File: src/rtl/oled_spi_arbiter_if.sv
// oled_spi_arbiter_if: requester and spi_master handshakes around the OLED SPI arbiter.
// OLED_ARB_WATCHDOG_EN adds timeout_err/err_clr.
interface oled_spi_arbiter_if #(
  parameter int WORD_LEN = 8
);
  logic                cmd_req, cmd_ack, cmd_done;
  logic                dat_req, dat_lock, dat_ack, dat_done;
  logic                spi_wr, spi_done, oled_dc, busy;
  logic [WORD_LEN-1:0] cmd_byte, dat_byte, spi_data;
`ifdef OLED_ARB_WATCHDOG_EN
  logic                timeout_err, err_clr;
`endif
  modport slave (
`ifdef OLED_ARB_WATCHDOG_EN
    input err_clr, output timeout_err,
`endif
    input cmd_req, cmd_byte, dat_req, dat_byte, dat_lock, spi_done,
    output cmd_ack, cmd_done, dat_ack, dat_done, spi_data, spi_wr, oled_dc, busy
  );
  modport master (
`ifdef OLED_ARB_WATCHDOG_EN
    output err_clr, input timeout_err,
`endif
    output cmd_req, cmd_byte, dat_req, dat_byte, dat_lock, spi_done,
    input cmd_ack, cmd_done, dat_ack, dat_done, spi_data, spi_wr, oled_dc, busy
  );
endinterface

File: src/rtl/oled_spi_arbiter.sv
// oled_spi_arbiter: grants spi_master one byte at a time to command (D/C=0) or pixel (D/C=1) requester.
// OLED_ARB_WATCHDOG_EN adds a WAIT-state timeout with sticky timeout_err.
module oled_spi_arbiter #(
  parameter int DC_SETUP  = 2,
  parameter int MAX_BURST = 16,
  parameter int TIMEOUT   = 4096
) (
  input logic               clk,
  input logic               rst,
  oled_spi_arbiter_if.slave bus
);
  localparam int BW = $clog2(MAX_BURST + 1);
  localparam int CW = $clog2(TIMEOUT > 16 ? TIMEOUT : 16) + 1;
  typedef enum logic [1:0] {IDLE, SETUP, STROBE, WAIT} state_t;
  state_t          state, state_nxt;
  logic            owner, lock_ok, grant_cmd, grant_dat, timeout;
  logic [BW-1:0]   burst_cnt;
  logic [CW-1:0]   cnt;
  always_comb begin
    lock_ok   = owner && bus.dat_lock && bus.dat_req && burst_cnt < BW'(MAX_BURST);
    // acks are combinational, so they are gated by reset to stay low while it is asserted
    grant_cmd = rst && state == IDLE && bus.cmd_req && !lock_ok;
    grant_dat = rst && state == IDLE && bus.dat_req && (lock_ok || !bus.cmd_req);
`ifdef OLED_ARB_WATCHDOG_EN
    timeout   = state == WAIT && !bus.spi_done && cnt == CW'(TIMEOUT - 1);
`else
    timeout   = 1'b0;
`endif
    state_nxt = state;
    case (state)
      IDLE:    state_nxt = !(grant_cmd || grant_dat) ? IDLE : grant_dat != bus.oled_dc ? SETUP : STROBE;
      SETUP:   state_nxt = cnt == CW'(DC_SETUP - 1) ? STROBE : SETUP;
      STROBE:  state_nxt = WAIT;
      WAIT:    state_nxt = bus.spi_done || timeout ? IDLE : WAIT;
      default: state_nxt = IDLE;
    endcase
    bus.cmd_ack  = grant_cmd;
    bus.dat_ack  = grant_dat;
    bus.spi_wr   = state == STROBE;
    bus.cmd_done = state == WAIT && bus.spi_done && !owner;
    bus.dat_done = state == WAIT && bus.spi_done && owner;
    bus.busy     = state != IDLE;
  end
  always_ff @(posedge clk or negedge rst)
    if (!rst) begin
      state           <= IDLE;
      owner           <= 1'b0;
      burst_cnt       <= '0;
      cnt             <= '0;
      bus.oled_dc     <= 1'b0;
      bus.spi_data    <= '0;
`ifdef OLED_ARB_WATCHDOG_EN
      bus.timeout_err <= 1'b0;
`endif
    end else begin
      state     <= state_nxt;
      cnt       <= state_nxt == state ? cnt + 1'b1 : '0;
      burst_cnt <= grant_cmd || !bus.dat_lock ? '0 : grant_dat && bus.cmd_req ? burst_cnt + 1'b1 : burst_cnt;
      if (grant_cmd || grant_dat) begin
        owner        <= grant_dat;
        bus.oled_dc  <= grant_dat;
        bus.spi_data <= grant_dat ? bus.dat_byte : bus.cmd_byte;
      end
`ifdef OLED_ARB_WATCHDOG_EN
      bus.timeout_err <= timeout || (bus.timeout_err && !bus.err_clr);
`endif
    end
endmodule
File: src/flat_wrapper.sv
// flat-port wrapper written by rule: the top's interface ports become plain ports
module oled_spi_arbiter_flat 
#(
  parameter int DC_SETUP  = 2,
  parameter int MAX_BURST = 16,
  parameter int TIMEOUT   = 4096
)
  (clk, rst, bus_cmd_req, bus_cmd_byte, bus_dat_req, bus_dat_byte, bus_dat_lock, bus_spi_done, bus_cmd_ack, bus_cmd_done, bus_dat_ack, bus_dat_done, bus_spi_data, bus_spi_wr, bus_oled_dc, bus_busy);
  oled_spi_arbiter_if bus_i ();
  input logic clk;
  input logic rst;
  input wire logic [$bits(bus_i.cmd_req)-1:0] bus_cmd_req;
  input wire logic [$bits(bus_i.cmd_byte)-1:0] bus_cmd_byte;
  input wire logic [$bits(bus_i.dat_req)-1:0] bus_dat_req;
  input wire logic [$bits(bus_i.dat_byte)-1:0] bus_dat_byte;
  input wire logic [$bits(bus_i.dat_lock)-1:0] bus_dat_lock;
  input wire logic [$bits(bus_i.spi_done)-1:0] bus_spi_done;
  output wire logic [$bits(bus_i.cmd_ack)-1:0] bus_cmd_ack;
  output wire logic [$bits(bus_i.cmd_done)-1:0] bus_cmd_done;
  output wire logic [$bits(bus_i.dat_ack)-1:0] bus_dat_ack;
  output wire logic [$bits(bus_i.dat_done)-1:0] bus_dat_done;
  output wire logic [$bits(bus_i.spi_data)-1:0] bus_spi_data;
  output wire logic [$bits(bus_i.spi_wr)-1:0] bus_spi_wr;
  output wire logic [$bits(bus_i.oled_dc)-1:0] bus_oled_dc;
  output wire logic [$bits(bus_i.busy)-1:0] bus_busy;
  assign bus_i.cmd_req = bus_cmd_req;
  assign bus_i.cmd_byte = bus_cmd_byte;
  assign bus_i.dat_req = bus_dat_req;
  assign bus_i.dat_byte = bus_dat_byte;
  assign bus_i.dat_lock = bus_dat_lock;
  assign bus_i.spi_done = bus_spi_done;
  assign bus_cmd_ack = bus_i.cmd_ack;
  assign bus_cmd_done = bus_i.cmd_done;
  assign bus_dat_ack = bus_i.dat_ack;
  assign bus_dat_done = bus_i.dat_done;
  assign bus_spi_data = bus_i.spi_data;
  assign bus_spi_wr = bus_i.spi_wr;
  assign bus_oled_dc = bus_i.oled_dc;
  assign bus_busy = bus_i.busy;
  oled_spi_arbiter #(.DC_SETUP(DC_SETUP), .MAX_BURST(MAX_BURST), .TIMEOUT(TIMEOUT)) u_core (.clk(clk), .rst(rst), .bus(bus_i));
endmodule
File: config.mk
export PLATFORM = sky130hd
export DESIGN_NAME = oled_spi_arbiter_flat
export DESIGN_NICKNAME = d
export VERILOG_FILES = /design/src/rtl/oled_spi_arbiter_if.sv /design/src/rtl/oled_spi_arbiter.sv /design/src/flat_wrapper.sv
export SDC_FILE = /design/constraint.sdc
export NUM_CORES = 1
export LEC_CHECK = 0
export ABC_AREA = 1
export ABC_CLOCK_PERIOD_IN_PS = 1700
export BUFFER_PORTS_ARGS = -buffer_cell sky130_fd_sc_hd__clkbuf_2
export CELL_PAD_IN_SITES_DETAIL_PLACEMENT = 1
export CELL_PAD_IN_SITES_GLOBAL_PLACEMENT = 1
export CORE_MARGIN = 2
export CORE_UTILIZATION = 39
export DETAILED_ROUTE_END_ITERATION = 6
export GPL_ROUTABILITY_DRIVEN = 0
export PLACE_DENSITY = 0.9
export SYNTH_ARGS = -nofsm -noshare
export SYNTH_HDL_FRONTEND = slang
export SYNTH_SLANG_ARGS = --single-unit
File: constraint.sdc
create_clock -name clk -period 1.7 [get_ports clk]
set_input_delay 0.255 -clock clk [delete_from_list [all_inputs] [get_ports clk]]
set_output_delay 0.255 -clock clk [all_outputs]
set_load 0.01 [all_outputs]
==> impl_metrics.py, run 1 <==
metrics = {
    "floorplanning": {
        "die_width_microns": 69.15,
        "ios": 37,
        "die_h_microns": 69.15,
        "die_area_sq_um": 4782,
        "row_count": 23,
        "start_util_pct": 41.09,
        "core_sq_um": 4029,
    },
    "global_routing": {
        "antenna_found_initial": 0,
        "grt_pass1_wl_microns": 7852,
        "groute.usage.overall_pct": 20.89,
        "overflow": 0,
        "grt_pass1_vias": 1631,
        "grt_max_degree": 26,
    },
    "run": {
        "max-cap-violations": 0,
    },
    "yosys": {
        "netlist_instances": 201,
        "syn_area_sq_um": 1655,
        "synth_nets": 226,
        "yosysWarningCount": 0,
        "ys_seq_area_share_pct": 43.84,
        "synth-seq-cells": 29,
        "synth_area_per_cell_sq_um": 8.236,
        "synth_cell_types": 25,
    },
    "layout": {
        "nets": 288,
        "fill_cells": 496,
        "diodes": 0,
        "final_common_cell": "nand2_1",
        "syn_to_final_growth_pct": 36.89,
        "drive_above_1_share_pct": 40.53,
        "fin_cells": 314,
        "layout_common_cells": "44 x nand2_1, 36 x clkbuf_2, 28 x dfrtp_1",
    },
    "clock_tree": {
        "cts_buffer_depth": 2,
        "clock_latency_ns": 0.28,
        "numCtsBuffers": 5,
        "h-tree-depth": 2,
        "clkSlewWorstSetupHoldPaths_ns": 0.07,
        "cts_tree": "yes",
        "cts.sinks": 29,
        "clock-root-buffer": "clkbuf_8",
    },
    "routing": {
        "num_vias": 1617,
        "wirelength_microns": 5505,
        "wl_per_cell_microns": 17.53,
        "dr.pass1.iters": 4,
        "first_iter_violations": 53,
        "final_antenna_net_count": 0,
        "drc": 0,
        "viasPerCell": 5.150,
    },
    "run_status": {
        "failed_checks": "setup timing",
        "status": "finished, violations left",
    },
    "sta": {
        "hold_viol_final": 0,
        "timing.fmax_mhz": 557.8,
        "rsz0062_at_grt": "true",
        "fin_skew_ns": 0.01276,
        "setup_violations": 13,
        "fin_hold_ws_ns": 0.06844,
        "layout_setup_ws_ns": -0.09282,
        "slew_headroom_pct": 77.10,
        "maxSlewViolCount": 0,
        "post-route-period-util_pct": 105.5,
        "period_needed_ns": 1.793,
        "worstMarginPinSlew_ns": 0.3404,
    },
    "worst_setup_path": {
        "crit_type": "flip-flop to flip-flop",
        "arrival_ns": 1.96,
        "start_kind": "flip-flop",
        "end_kind": "flip-flop",
        "worstPathRequired_ns": 1.87,
        "crit_path_max_fanout": 7,
    },
    "place": {
        "hpwl_microns": 3119,
        "dp.cells": 294,
        "io_buffers": 36,
    },
    "power_and_ir_drop": {
        "power_leakage_nw": 1.093,
        "ir_worst_vdd_mv": 0.7469,
        "powerDensity_nw_per_um2": 1386,
    },
    "hold_path": {
        "hp-class": "input pin to async pin",
    },
}
-- worst max-delay path, stage by stage (launching register included) --
cell,delay [ns]
dfrtp_1,0.42
buf_4,0.14
ha_1,0.14
nand2_1,0.07
nor2_2,0.13
nand2_1,0.09
a21oi_2,0.21
nand2_2,0.10
nand2_2,0.09
nand2_4,0.10
nand2_8,0.15
nor2_1,0.06
-- layout make-up --
cell class              instances  area (sq um)  share of cell area, %
clock inverters                 1         5.005                 0.2209
well taps                      50         62.56                  2.761
clock buffers                   7         96.34                  4.252
multi-input cells             149         952.2                  42.02
flip-flops and latches         29         726.9                  32.08
inverters                      21         78.83                  3.479
repair buffers                 57         344.1                  15.19
-- state kept, by name, indices dropped and copies added, names as in the netlist --
signal / cells
u_core.burst_cnt: 5
u_core.bus.spi_data: 8
u_core.bus.oled_dc: 1
u_core.state: 2
u_core.cnt: 13
-- per-layer routing --
metal	vias to the layer above	part of all wire, %	track usage (%)
li1	762	-	-
met1	798	41	25.74
met2	42	53	36.00
met3	15	2.7	3.801
met4	0	2.7	8.279
met5	-	0	0
-- where the power goes --
| part | leakage (nW) | switching, mW | internal (mW) |
|---|---|---|---|
| registers | 0.387 | 0.123 | 0.836 |
| logic | 0.652 | 1.02 | 0.534 |
| clock network | 0.0542 | 0.263 | 0.365 |
-- synth_stat cells --
cell | n | share of area, %
a21boi_1 | 1 | 0.45
a21oi_1 | 4 | 1.2
and2_1 | 1 | 0.38
buf_12 | 1 | 1.2
buf_2 | 1 | 0.30
clkbuf_1 | 1 | 0.23
dfrtp_1 | 29 | 44
ha_1 | 3 | 2.3
inv_1 | 20 | 4.5
inv_2 | 1 | 0.23
nand2_1 | 46 | 10
nand2_2 | 5 | 1.9
nand2_4 | 1 | 0.68
nand3_1 | 32 | 9.7
nand3_2 | 2 | 1.2
nand4_1 | 2 | 0.76
nor2_1 | 23 | 5.2
nor2_2 | 1 | 0.38
nor2_4 | 11 | 7.5
nor3_1 | 2 | 0.60
nor4_1 | 1 | 0.38
o21ai_0 | 1 | 0.30
o21ai_2 | 1 | 0.53
xnor2_1 | 1 | 0.53
xor2_1 | 10 | 5.3
-- logic make-up after synthesis --
group | share of synthesized area, %
compound gates | 2.494
simple gates | 39.08
fa+ha+maj | 2.268
xor+xnor | 5.820
buf+inv | 6.500
flops | 43.84
-- worst paths after layout --
| path | depth (start not counted) | endpoint | from | slack (ns) |
|---|---|---|---|---|
| min reg2reg | 2 | u_core.bus.spi_data[1] | u_core.bus.spi_data[1] | 0.52 |
| max in group asynchronous | 2 | u_core.state[1] | rst | 1.07 |
| min in group clk | 3 | u_core.bus.spi_data[1] | bus_cmd_byte[1] | 0.19 |
| max | 11 | u_core.cnt[0] | u_core.cnt[0] | -0.09 |
| max reg2reg | 11 | u_core.cnt[0] | u_core.cnt[0] | -0.09 |
| min | 2 | u_core.burst_cnt[3] | rst | 0.07 |
-- timing repair --
item	in CTS	in global routing
pin swaps	2	14
endpoints found under the setup margin	16	19
hold buffers	1	0
setup buffers	2	8
hold endpoints to repair	4	0
resized for setup	10	19
cloned	0	1
-- metrics by stage --
step                      total power [mW]  area [sq um]  setup slack (ns)   TNS (ns)  utilization [%]
final                                3.140          2266          -0.09282    -0.9982            56.24
after global routing                 3.327          2266           -0.1978     -2.132            56.24
after CTS                            2.814          2112         -0.009671  -0.009671            52.42
after detailed placement             2.062          1944          -0.03845    -0.1042            48.26
after global placement               2.014          1944           0.04842          0            48.26
after floorplan                      1.783          1655            0.1656          0                -
(Power assumes the default switching activity.)
==> run 2, diff against run 1 <==
Settings changed: ABC_CLOCK_PERIOD_IN_PS 1700 to 2200, CORE_UTILIZATION 39 to 42, PLACE_DENSITY 0.9 to 0.95, SKIP_LAST_GASP from default to 1.
Clock period 1.7 ns to 2.2 ns, I/O delays scaled along.
==> impl_metrics.py, run 2 (synthesized netlist as in run 1, its figures left out) <==
metrics = {
    "run_status": {
        "status": "finished, final reports clean",
    },
    "place": {
        "io_buffers": 36,
        "dp.cells": 285,
        "hpwl_microns": 3155,
        "placedInstanceArea_sq_um": 1889,
    },
    "routing": {
        "viasPerCell": 5.048,
        "wirelength_microns": 4098,
        "wl_per_cell_microns": 13.94,
        "dr.pass1.iters": 4,
        "final_antenna_net_count": 0,
        "num_vias": 1484,
        "first_iter_violations": 39,
        "drc": 0,
    },
    "worst_setup_path": {
        "r2r_end": "u_core.cnt[0]",
        "crit_type": "input pin to output port",
        "rr_startpoint": "u_core.cnt[1]",
        "end_kind": "output port",
        "timing.reg2reg.setup_slack_ns": 0.35,
        "worstSetupEndpoint": "bus_cmd_ack",
        "ff2ff_path_depth": 11,
        "start_kind": "input pin",
        "crit_path_max_fanout": 11,
        "crit_start": "rst",
        "worstPathRequired_ns": 1.87,
        "arrival_ns": 1.75,
    },
    "power_and_ir_drop": {
        "powerDensity_nw_per_um2": 1001,
        "finalPower_mw": 1.986,
        "switching_power_mw": 0.8572,
        "intPower_mw": 1.128,
        "p_clk_share_pct": 21.4,
        "power_leakage_nw": 0.9653,
        "seq_power_share_pct": 37.4,
        "p_sw_share_pct": 43.17,
        "comb_power_share_pct": 41.1,
        "ir_worst_vdd_mv": 0.4506,
    },
    "sta": {
        "hold_viol_final": 0,
        "rsz0062_at_grt": "false",
        "timing.fmax_mhz": 480.3,
        "fin_tns_setup_ns": 0,
        "post-route-period-util_pct": 94.64,
        "period_needed_ns": 2.082,
        "maxSlewViolCount": 0,
        "worstMarginPinSlew_ns": 0.4361,
        "setup_violations": 0,
        "fin_skew_ns": 0.004862,
        "slew_headroom_pct": 70.82,
    },
    "global_routing": {
        "busiest_layer": "met2",
        "met2_usage_pct": 35.88,
        "groute.usage.overall_pct": 21.45,
        "antenna_found_initial": 0,
        "met1_usage_pct": 25.19,
        "grt_pass1_vias": 1566,
        "grt_pass1_wl_microns": 6920,
        "overflow": 0,
        "grt_max_degree": 28,
        "use_met3_pct": 6.081,
    },
    "clock_tree": {
        "clkSlewWorstSetupHoldPaths_ns": 0.06,
        "h-tree-depth": 2,
        "cts_tree": "yes",
        "clock-root-buffer": "clkbuf_8",
        "cts_setup_buffers": 0,
        "numCtsBuffers": 5,
        "cts_buffer_depth": 2,
        "cts.sinks": 29,
        "clock_latency_ns": 0.29,
    },
    "floorplanning": {
        "die_h_microns": 66.78,
        "start_util_pct": 44.55,
        "die_width_microns": 66.78,
        "row_count": 22,
        "core_sq_um": 3716,
        "die_area_sq_um": 4460,
        "ios": 37,
    },
    "run": {
        "max-cap-violations": 0,
    },
    "layout": {
        "stdcell_area_sq_um": 1983,
        "diodes": 0,
        "largest_reg_flops": 13,
        "layout_common_cells": "46 x nand2_1, 36 x clkbuf_2, 32 x nand3_1",
        "nets": 270,
        "syn_to_final_growth_pct": 19.80,
        "drive_above_1_share_pct": 27.24,
        "final_common_cell": "nand2_1",
        "reg_top3": "u_core.cnt: 13 flops, u_core.bus.spi_data: 8 flops, u_core.burst_cnt: 5 flops",
        "top_register": "u_core.cnt",
        "fin_cells": 294,
    },
    "hold_path": {
        "hp-class": "input pin to flip-flop",
    },
}
[run 2: cell types whose count changed in the layout (fill, tap and decap cells not counted), sizes merged]
cell,previous run,this run
buf,20,3
clkbuf,43,44
clkinv,1,0
nand2,53,52
[run 2: final cells by class]
type,count,area (sq um)
Fill cell,486,1733
Multi-Input combinational cell,148,825.8
Sequential cell,29,725.7
Timing Repair Buffer,40,212.7
Clock buffer,8,80.08
Inverter,21,78.83
Tap cell,48,60.06
[run 2: power by group through the flow]
stage	logic [mW]	clock network, mW	registers [mW]
after floorplan	0.608	0	0.770
after global routing	0.913	0.468	0.757
after detailed placement	0.818	0	0.752
after global placement	0.790	0	0.745
after CTS	0.828	0.437	0.743
final	0.817	0.426	0.743
[run 2: worst min path at each step]
stage	end	from	slack [ns]	cells after the start
2_1_floorplan	u_core.burst_cnt[0]	rst	0.03	0
3_3_place_gp	u_core.state[0]	rst	0.16	1
3_5_place_dp	u_core.state[1]	rst	0.17	1
4_1_cts	u_core.bus.spi_data[4]	bus_dat_byte[4]	0.26	3
5_1_grt	u_core.bus.spi_data[1]	bus_dat_byte[1]	0.27	3
6_report	u_core.bus.spi_data[4]	bus_dat_byte[4]	0.27	3
[run 2: what timing repair did]
item                                   CTS  global route
hold buffers                             1             0
endpoints found under the hold margin    2             0
resized for setup                        0             1
setup endpoints to repair                0             1
[run 2: worst max-delay path, stage by stage]
cell and delay [ns]:
dlygate4sd3_1 0.54, clkbuf_2 0.21, nand3_1 0.14, nor2_1 0.16, buf_4 0.21, clkbuf_2 0.15
[run 2: routing by layer]
layer	part of all wire, %	wire length, microns
met2	49	2009
met3	4.1	168
met5	0	0
met4	2.8	115
met1	44	1805
[run 2: stage by stage]
stage | util (%) | hold WS [ns] | worst slack, ns
CTS | 53.27 | 0.2553 | 0.06406
floorplan | - | 0.03441 | 0.6656
detailed placement | 50.84 | 0.1695 | 0.4097
global route | 53.37 | 0.2666 | 0.03151
global placement | 50.84 | 0.1645 | 0.4670
finish | 53.37 | 0.2661 | 0.1180
